## config.mk

```make
export PLATFORM = sky130hd
export DESIGN_NAME = store_unit
export DESIGN_NICKNAME = d
export VERILOG_FILES = /design/src/rtl/store_unit.sv
export SDC_FILE = /design/constraint.sdc
export NUM_CORES = 1
export LEC_CHECK = 0
export CORE_MARGIN = 1
export CORE_UTILIZATION = 61
export CTS_CLUSTER_SIZE = 8
export DETAILED_ROUTE_END_ITERATION = 7
export DONT_BUFFER_PORTS = 1
export GPL_ROUTABILITY_DRIVEN = 0
export PLACE_DENSITY = 0.88
export SLEW_MARGIN = 20
export SYNTH_ARGS = -nofsm -noshare
export SYNTH_HDL_FRONTEND = slang
export SYNTH_SLANG_ARGS = --single-unit
```

## constraint.sdc

```tcl
create_clock -name clk_in -period 2.2 [get_ports clk_in]
set_clock_uncertainty 0.1 [all_clocks]
set_input_delay 0.22 -clock clk_in [delete_from_list [all_inputs] [get_ports clk_in]]
set_output_delay 0.22 -clock clk_in [all_outputs]
set_load 0.005 [all_outputs]
```

## src/rtl/store_unit.sv

```systemverilog
// rtl/store_unit.sv - RV32I store path: alignment check, lane replication, single-beat AHB-lite write.
// Optional data-phase timeout abort enabled by defining STORE_TIMEOUT_EN.
module store_unit #(
  parameter int TIMEOUT_CYCLES = 16
) (
  input  logic        clk_in,
  input  logic        rst_in,
  input  logic        st_valid_in,
  input  logic [1:0]  st_size_in,
  input  logic [31:0] iaddr_in,
  input  logic [31:0] rs2_in,
  input  logic        ahb_ready_in,
  input  logic        ahb_resp_in,
  output logic        dmwr_req_out,
  output logic [31:0] dmaddr_out,
  output logic [3:0]  dmwr_mask_out,
  output logic [31:0] dmdata_out,
  output logic        st_busy_out,
  output logic        st_done_out,
  output logic        st_misalign_out,
  output logic        st_err_out
);

  typedef enum logic [1:0] {IDLE, ADDR, DATA} state_t;

  state_t      state_q, state_d;
  logic [29:0] addr_q;
  logic [3:0]  mask_q, mask_d;
  logic [31:0] data_q, data_d;
  logic        done_q, done_d;
  logic        err_q, err_d;
  logic        mis_q, mis_d;
  logic        misaligned;
  logic        accept;
  logic        tmo_hit;

  assign misaligned = ((st_size_in == 2'b01) && iaddr_in[0]) ||
                      (st_size_in[1] && (iaddr_in[1:0] != 2'b00));
  assign accept     = (state_q == IDLE) && st_valid_in && !misaligned;

  // Replicate the source onto every lane so the mask alone selects the bytes written.
  always_comb begin
    data_d = rs2_in;
    mask_d = 4'b1111;
    case (st_size_in)
      2'b00: begin
        data_d = {4{rs2_in[7:0]}};
        mask_d = 4'b0001 << iaddr_in[1:0];
      end
      2'b01: begin
        data_d = {2{rs2_in[15:0]}};
        mask_d = iaddr_in[1] ? 4'b1100 : 4'b0011;
      end
      default: begin
        data_d = rs2_in;
        mask_d = 4'b1111;
      end
    endcase
  end

`ifdef STORE_TIMEOUT_EN
  localparam int CW = $clog2(TIMEOUT_CYCLES + 1);
  logic [CW-1:0] tmo_q;

  assign tmo_hit = (tmo_q == CW'(TIMEOUT_CYCLES - 1));

  always_ff @(posedge clk_in) begin
    if (rst_in) begin
      tmo_q <= '0;
    end else if ((state_q == ADDR) && ahb_ready_in) begin
      tmo_q <= '0;
    end else if ((state_q == DATA) && !ahb_ready_in) begin
      tmo_q <= tmo_q + 1'b1;
    end
  end
`else
  logic unused_cfg;
  assign unused_cfg = (TIMEOUT_CYCLES > 0);
  assign tmo_hit    = 1'b0;
`endif

  always_comb begin
    state_d = state_q;
    done_d  = 1'b0;
    err_d   = 1'b0;
    mis_d   = 1'b0;
    case (state_q)
      IDLE: begin
        if (st_valid_in) begin
          if (misaligned) mis_d = 1'b1;
          else            state_d = ADDR;
        end
      end
      ADDR: begin
        if (ahb_ready_in) state_d = DATA;
      end
      DATA: begin
        if (ahb_ready_in) begin
          state_d = IDLE;
          if (ahb_resp_in) err_d  = 1'b1;
          else             done_d = 1'b1;
        end else if (tmo_hit) begin
          state_d = IDLE;
          err_d   = 1'b1;
        end
      end
      default: state_d = IDLE;
    endcase
  end

  always_ff @(posedge clk_in) begin
    if (rst_in) begin
      state_q <= IDLE;
      addr_q  <= '0;
      mask_q  <= '0;
      data_q  <= '0;
      done_q  <= 1'b0;
      err_q   <= 1'b0;
      mis_q   <= 1'b0;
    end else begin
      state_q <= state_d;
      done_q  <= done_d;
      err_q   <= err_d;
      mis_q   <= mis_d;
      if (accept) begin
        addr_q <= iaddr_in[31:2];
        mask_q <= mask_d;
        data_q <= data_d;
      end
    end
  end

  assign dmwr_req_out    = (state_q == ADDR);
  assign dmaddr_out      = (state_q == ADDR) ? {addr_q, 2'b00} : 32'h0;
  assign dmwr_mask_out   = (state_q == ADDR) ? mask_q : 4'b0000;
  assign dmdata_out      = (state_q == DATA) ? data_q : 32'h0;
  assign st_busy_out     = (state_q != IDLE);
  assign st_done_out     = done_q;
  assign st_err_out      = err_q;
  assign st_misalign_out = mis_q;

endmodule

```

==> out/qor.yml, run 1 <==
floorplan:
  rows: 28
  floorplan.initialDensity: 0.6316
  coreArea_sq_um: 5886
  die-area_sq_um: 6410
  fp.dieW_microns: 80.07
  die_y_microns: 80.07
  pin_count: 144
placed_design:
  portBuffers: 0
  dp_hpwl_mm: 6.595
  placed_area_sq_um: 3737
  dp_cells: 473
sta:
  fmax_mhz: 478.0
  timing.final.crit_share: 0.9509
  tightest_slew_ns: 0.7295
  hold_viol_final: 0
  tns_ns: 0
  setup_viol: 0
  drv_slew: 0
  slew-limit-headroom: 0.5137
  layout_min_cycle_time_ns: 2.092
  rsz0062_at_grt: "false"
synth:
  yosysMostFrequentCell: "dfxtp_1"
  synthTopCellsByCount: "dfxtp_1, and2_1, a21oi_1, nand4_1, o31ai_1"
  synth_top_family_by_area: "compound AO/OA/AOI/OAI gates"
  synthArstFlopShare: 0
  synthAdderAreaFrac: 0
  yosysTopAreaCellShare: 0.3824
  synthTopCellsByArea: "dfxtp_1, and2_1, o31ai_1"
  synthXorXnorAreaFrac: 0
  synth_seq_cells: 71
  synth.cell_area_sq_um: 3717
  avgSynthCellArea_sq_um: 8.506
  syn_inst: 437
  synth_compound_area_frac: 0.2427
  dominantRegCellSynth: "dfxtp_1"
  synth-edff-count: 0
  yosysTopAreaCell: "dfxtp_1"
  yosysUniqueCellTypes: 36
  synth-simple-area-share: 0.2343
  muxShareOfSynthArea: 0.07001
  yosys_warnings: 0
  ys_seq_area_frac: 0.3824
global_route:
  overflow: 0
  grt_max_degree: 62
  antenna_found_initial: 1
  grt_use_total: 0.3674
  grt_pass1_wl_mm: 17.84
  first_global_vias: 3532
power:
  total_leakage_power_nw: 1.680
  peakVddDrop_uv: 608.2
  power-per-cell-area_nw_per_um2: 688.8
cells_and_area:
  stdcell_area_sq_um: 4528
  drive_gt1_frac: 0.1113
  multi_input_area_sq_um: 2068
  final_nets: 533
  regArea_sq_um: 1421
  final_cells: 543
  syn_to_final_growth_pct: 21.81
  n_fill_cell: 396
  fin_util: 0.7693
critical_path:
  slowest_delay_ns: 0.58
  cp-end-kind: "flip-flop"
  cp_top_family: "buffers and inverters"
  cp-start-kind: "flip-flop"
  critical_path_class: "flip-flop to flip-flop"
  crit_required_ns: 2.33
  cp_slowest_cell: "dlygate4sd3_1"
  path_cells: "or3b_4 > nor3_4 > buf_6 > a311oi_1 > dlygate4sd3_1"
  cp.arrival_ns: 2.22
  crit_fanout: 11
  crit_buf_inv: 2
clock_tree:
  cts_root_buffer: "clkbuf_8"
  clk_pin_slew_ns: 0.08
  clockBufferDepth: 2
  cts_buffers: 9
  cts_max_level: 3
  cts_tree: "yes"
  clk-insertion-delay-late_ns: 0.34
  cts.sinks: 71
drt:
  via_per_inst: 6.820
  totalWireLength_mm: 11.74
  drcViolationCount: 0
  vias: 3703
  wl_per_cell_microns: 21.61
  first_iter_violations: 403
  firstDrtPassIters: 5
  ant_nets: 0
hold_path:
  hold_path_class: "primary input to flip-flop"
status:
  status: "finished clean"
run:
  cap_violations: 0
==> cells by family (layout without fill, tap and decap cells) <==
group                  count (synthesis)  in the layout
and+or+nand+nor                      143            143
DFF                                   71             71
muxes                                 25             25
buffers and inverters                 59             88
other                                  1              3
AOI/OAI and AO/OA                    138            138
==> power by group <==
group	total (mW)	leakage, nW	switching, mW	internal (mW)
sequential	1.41	0.581	0.0409	1.37
clock	1.20	0.112	0.503	0.699
combinational	0.512	0.988	0.285	0.227
==> area by class of cell <==
type	instances	area share
multi-input cells	308	0.4568
flip-flops and latches	71	0.3139
diodes	1	0.0005526
well taps	75	0.02072
inverters	3	0.002487
clock inverters	5	0.01768
clock buffers	11	0.03343
repair buffers	69	0.1545
==> metal layers <==
layer / track usage / share of wire
met4: 0.2000 / 0.029
met5: 0 / 0
met2: 0.5897 / 0.49
met3: 0.1000 / 0.092
met1: 0.4448 / 0.39
==> per-stage QoR <==
| step | total power, mW | hold slack [ns] | worst slack, ns |
|---|---|---|---|
| 2_1_floorplan | 1.751 | 0.1975 | 0.6423 |
| 3_3_place_gp | 1.792 | 0.1930 | 0.6195 |
| 3_5_place_dp | 1.813 | 0.1959 | 0.5414 |
| 4_1_cts | 3.089 | 0.002881 | 0.05233 |
| 5_1_grt | 3.227 | 0.02877 | 0.02784 |
| 6_report | 3.119 | 0.01598 | 0.1081 |
==> final timing paths <==
check | depth (start not counted) | end | start | slack [ns]
setup / recovery | 5 | data_q[10] | state_q[1] | 0.11
hold / removal | 2 | mask_q[1] | iaddr_in[1] | 0.02
setup reg to reg | 5 | data_q[10] | state_q[1] | 0.11
hold reg to reg | 2 | data_q[30] | data_q[30] | 0.37
==> layout by cell type (no fill, tap or decap), drive strengths merged, types with 9 or more instances in the layout <==
master	netlist	routed
a211oi	9	9
a21oi	39	39
a311oi	11	11
a31oi	19	19
and2	67	67
buf	25	19
clkbuf	31	11
dfxtp	71	71
dlygate4sd3	0	50
mux2i	17	17
nand2	17	17
nand2b	9	9
nand4	38	38
o21ai	11	11
o31ai	38	38
==> repair_timing <==
| action | 4_1_cts | 5_1_grt |
|---|---|---|
| setup buffers | 0 | 2 |
| setup endpoints to repair | 0 | 2 |
| resized for setup | 0 | 4 |
| endpoints found under the hold margin | 62 | 0 |
| hold buffers | 51 | 0 |
==> state kept, by name (all words and copies together) (netlist names) <==
name	flops
data_q	32
st_misalign_out	1
state_q	2
addr_q	30
mask_q	4
st_err_out	1
st_done_out	1
Power figures use the tool's default switching activity.
==> inputs of run 2 (changes only) <==
--- a/config.mk
+++ b/config.mk
@@ -7,11 +7,13 @@
 export LEC_CHECK = 0
 export CORE_MARGIN = 1
 export CORE_UTILIZATION = 61
+export CTS_BUF_LIST = sky130_fd_sc_hd__clkbuf_2 sky130_fd_sc_hd__clkbuf_4 sky130_fd_sc_hd__clkbuf_8
 export CTS_CLUSTER_SIZE = 8
 export DETAILED_ROUTE_END_ITERATION = 7
 export DONT_BUFFER_PORTS = 1
 export GPL_ROUTABILITY_DRIVEN = 0
 export PLACE_DENSITY = 0.88
+export RECOVER_POWER = 50
 export SLEW_MARGIN = 20
 export SYNTH_ARGS = -nofsm -noshare
 export SYNTH_HDL_FRONTEND = slang
==> run 2 against run 1 <==
  * Non-clock buffer count did not move
  * Critical path depth fell by 1
  * Flip-flop and latch count unchanged
  * Final cell count stayed put
  * Register-to-register slack about the same
  * Critical endpoint is now data_q[21]
  * Largest power group unchanged
==> out/qor.yml, run 2 (same netlist as run 1, synthesis figures left out) <==
clock_tree:
  cts_tree: "yes"
  cts_buffers: 9
  cts_max_level: 3
  clk_pin_slew_ns: 0.08
  clk-insertion-delay-late_ns: 0.34
  cts_root_buffer: "clkbuf_8"
  clockBufferDepth: 2
  cts.sinks: 71
cells_and_area:
  drive_gt1_frac: 0.1028
  final_cell_mix: "dfxtp_1, and2_1, dlygate4sd3_1, a21oi_1"
  syn_to_final_growth_pct: 21.37
  final_cells: 543
  final_common_cell: "dfxtp_1"
  final_nets: 533
  top_register: "data_q"
  largest_reg_flops: 32
  n_fill_cell: 401
  stdcell_area_sq_um: 4512
  top_regs: "data_q: 32 flops, addr_q: 30 flops, mask_q: 4 flops"
run:
  cap_violations: 0
sta:
  fmax_mhz: 479.8
  drv_slew: 0
  tightest_slew_ns: 0.8624
  slew-limit-headroom: 0.4250
  hold_viol_final: 0
  setup_viol: 0
  layout_min_cycle_time_ns: 2.084
  timing.final.crit_share: 0.9474
drt:
  firstDrtPassIters: 5
  first_iter_violations: 352
  vias: 3751
  wl_per_cell_microns: 21.58
  totalWireLength_mm: 11.72
  drcViolationCount: 0
  ant_nets: 0
  via_per_inst: 6.908
power:
  p_int_mw: 2.286
  finalPower_mw: 3.108
  total_leakage_power_nw: 1.668
  switchingPower_mw: 0.8219
  p_comb_frac: 0.163
  peakVddDrop_uv: 607.9
  p_sw_frac: 0.2644
  power-per-cell-area_nw_per_um2: 688.8
  clkPwrFrac: 0.385
  p_seq_frac: 0.452
global_route:
  grt_pass1_wl_mm: 17.84
  grt_use_total: 0.3674
  first_global_vias: 3532
  antenna_found_initial: 1
  overflow: 0
  grt_max_degree: 62
critical_path:
  crit_required_ns: 2.33
  r2r_start: "state_q[1]"
  reg2reg_slack_ns: 0.12
  crit_fanout: 20
  reg2reg_depth: 4
  r2r_end: "data_q[21]"
  cp-end-kind: "flip-flop"
  critical_path_class: "flip-flop to flip-flop"
  cp.arrival_ns: 2.21
  cp-start-kind: "flip-flop"
hold_path:
  whs_path_depth: 2
  hold_path_class: "primary input to flip-flop"
  min_from: "iaddr_in[1]"
  hold_end: "mask_q[1]"
placed_design:
  placed_area_sq_um: 3737
  portBuffers: 0
  dp_cells: 473
  dp_hpwl_mm: 6.595
floorplan:
  coreArea_sq_um: 5886
  die_y_microns: 80.07
  rows: 28
  fp.dieW_microns: 80.07
  pin_count: 144
  floorplan.initialDensity: 0.6316
  die-area_sq_um: 6410
status:
  status: "finished clean"
run 2: cell count changes in the layout (fill, tap and decap cells not counted):
cell | before | now
buf_4 | 13 | 9
clkbuf_1 | 0 | 3
clkbuf_2 | 0 | 1
nor2b_1 | 0 | 1
nor2b_2 | 2 | 1
run 2: how the worst max path moves through the flow:
stage          cells past startpoint        start          to
4_1_cts                            5   state_q[1]  addr_q[22]
3_5_place_dp                       4   state_q[1]  addr_q[20]
6_report                           4   state_q[1]  data_q[21]
5_1_grt                            4   state_q[1]  data_q[21]
3_3_place_gp                       4  iaddr_in[1]  addr_q[20]
2_1_floorplan                      5   state_q[1]  data_q[15]
run 2: cell type report:
cell class                 instances  area, sq um  share of cell area
tap                               75        93.84             0.02080
clock buffer                      11        151.4             0.03356
sequential                        71         1421              0.3150
multi-input combinational        308         2066              0.4578
inverter                           3        11.26            0.002496
timing repair buffer              69        685.7              0.1520
clock inverter                     5        80.08             0.01775
antenna                            1        2.502           0.0005546
run 2: critical path, cell delays in order, from the launching register on:
cell and delay [ns]:
dfxtp_1 0.36, nor3b_4 0.28, clkbuf_1 0.69, a31oi_1 0.21, a211oi_1 0.34
run 2: through the flow:
step	setup WS (ns)	TNS [ns]	util	hold WS, ns
3_3_place_gp	0.6195	0	0.6350	0.1930
6_report	0.1156	0	0.7666	0.01883
3_5_place_dp	0.5414	0	0.6350	0.1959
5_1_grt	-0.02595	-0.02595	0.7666	0.02877
2_1_floorplan	0.6423	0	-	0.1975
4_1_cts	0.05233	0	0.7640	0.002881
run 2: per-layer routing:
layer,routed length (microns),track usage
met5,0,0
met4,420,0.2000
met3,1172,0.1000
met2,5678,0.5897
met1,4447,0.4448
run 2: power groups by stage:
stage               Sequential (mW)  Combinational, mW  Clock [mW]
CTS                            1.40              0.481        1.20
global route                   1.41              0.541        1.27
detailed placement             1.43              0.379           0
floorplan                      1.42              0.332           0
global placement               1.43              0.364           0
finish                         1.41              0.507        1.20
run 2: what timing repair did:
action / in CTS / in global routing
endpoints found under the setup margin: 0 / 2
setup buffers: 0 / 2
resized for setup: 0 / 4
hold endpoints to repair: 62 / 0
hold buffers: 51 / 0
==> inputs of run 3 (changes only) <==
--- a/config.mk
+++ b/config.mk
@@ -18,3 +18,4 @@
 export SYNTH_ARGS = -nofsm -noshare
 export SYNTH_HDL_FRONTEND = slang
 export SYNTH_SLANG_ARGS = --single-unit
+export TNS_END_PERCENT = 5
==> results of run 3 <==
Same layout as run 2: the final DEF is identical, and so are final timing and power.
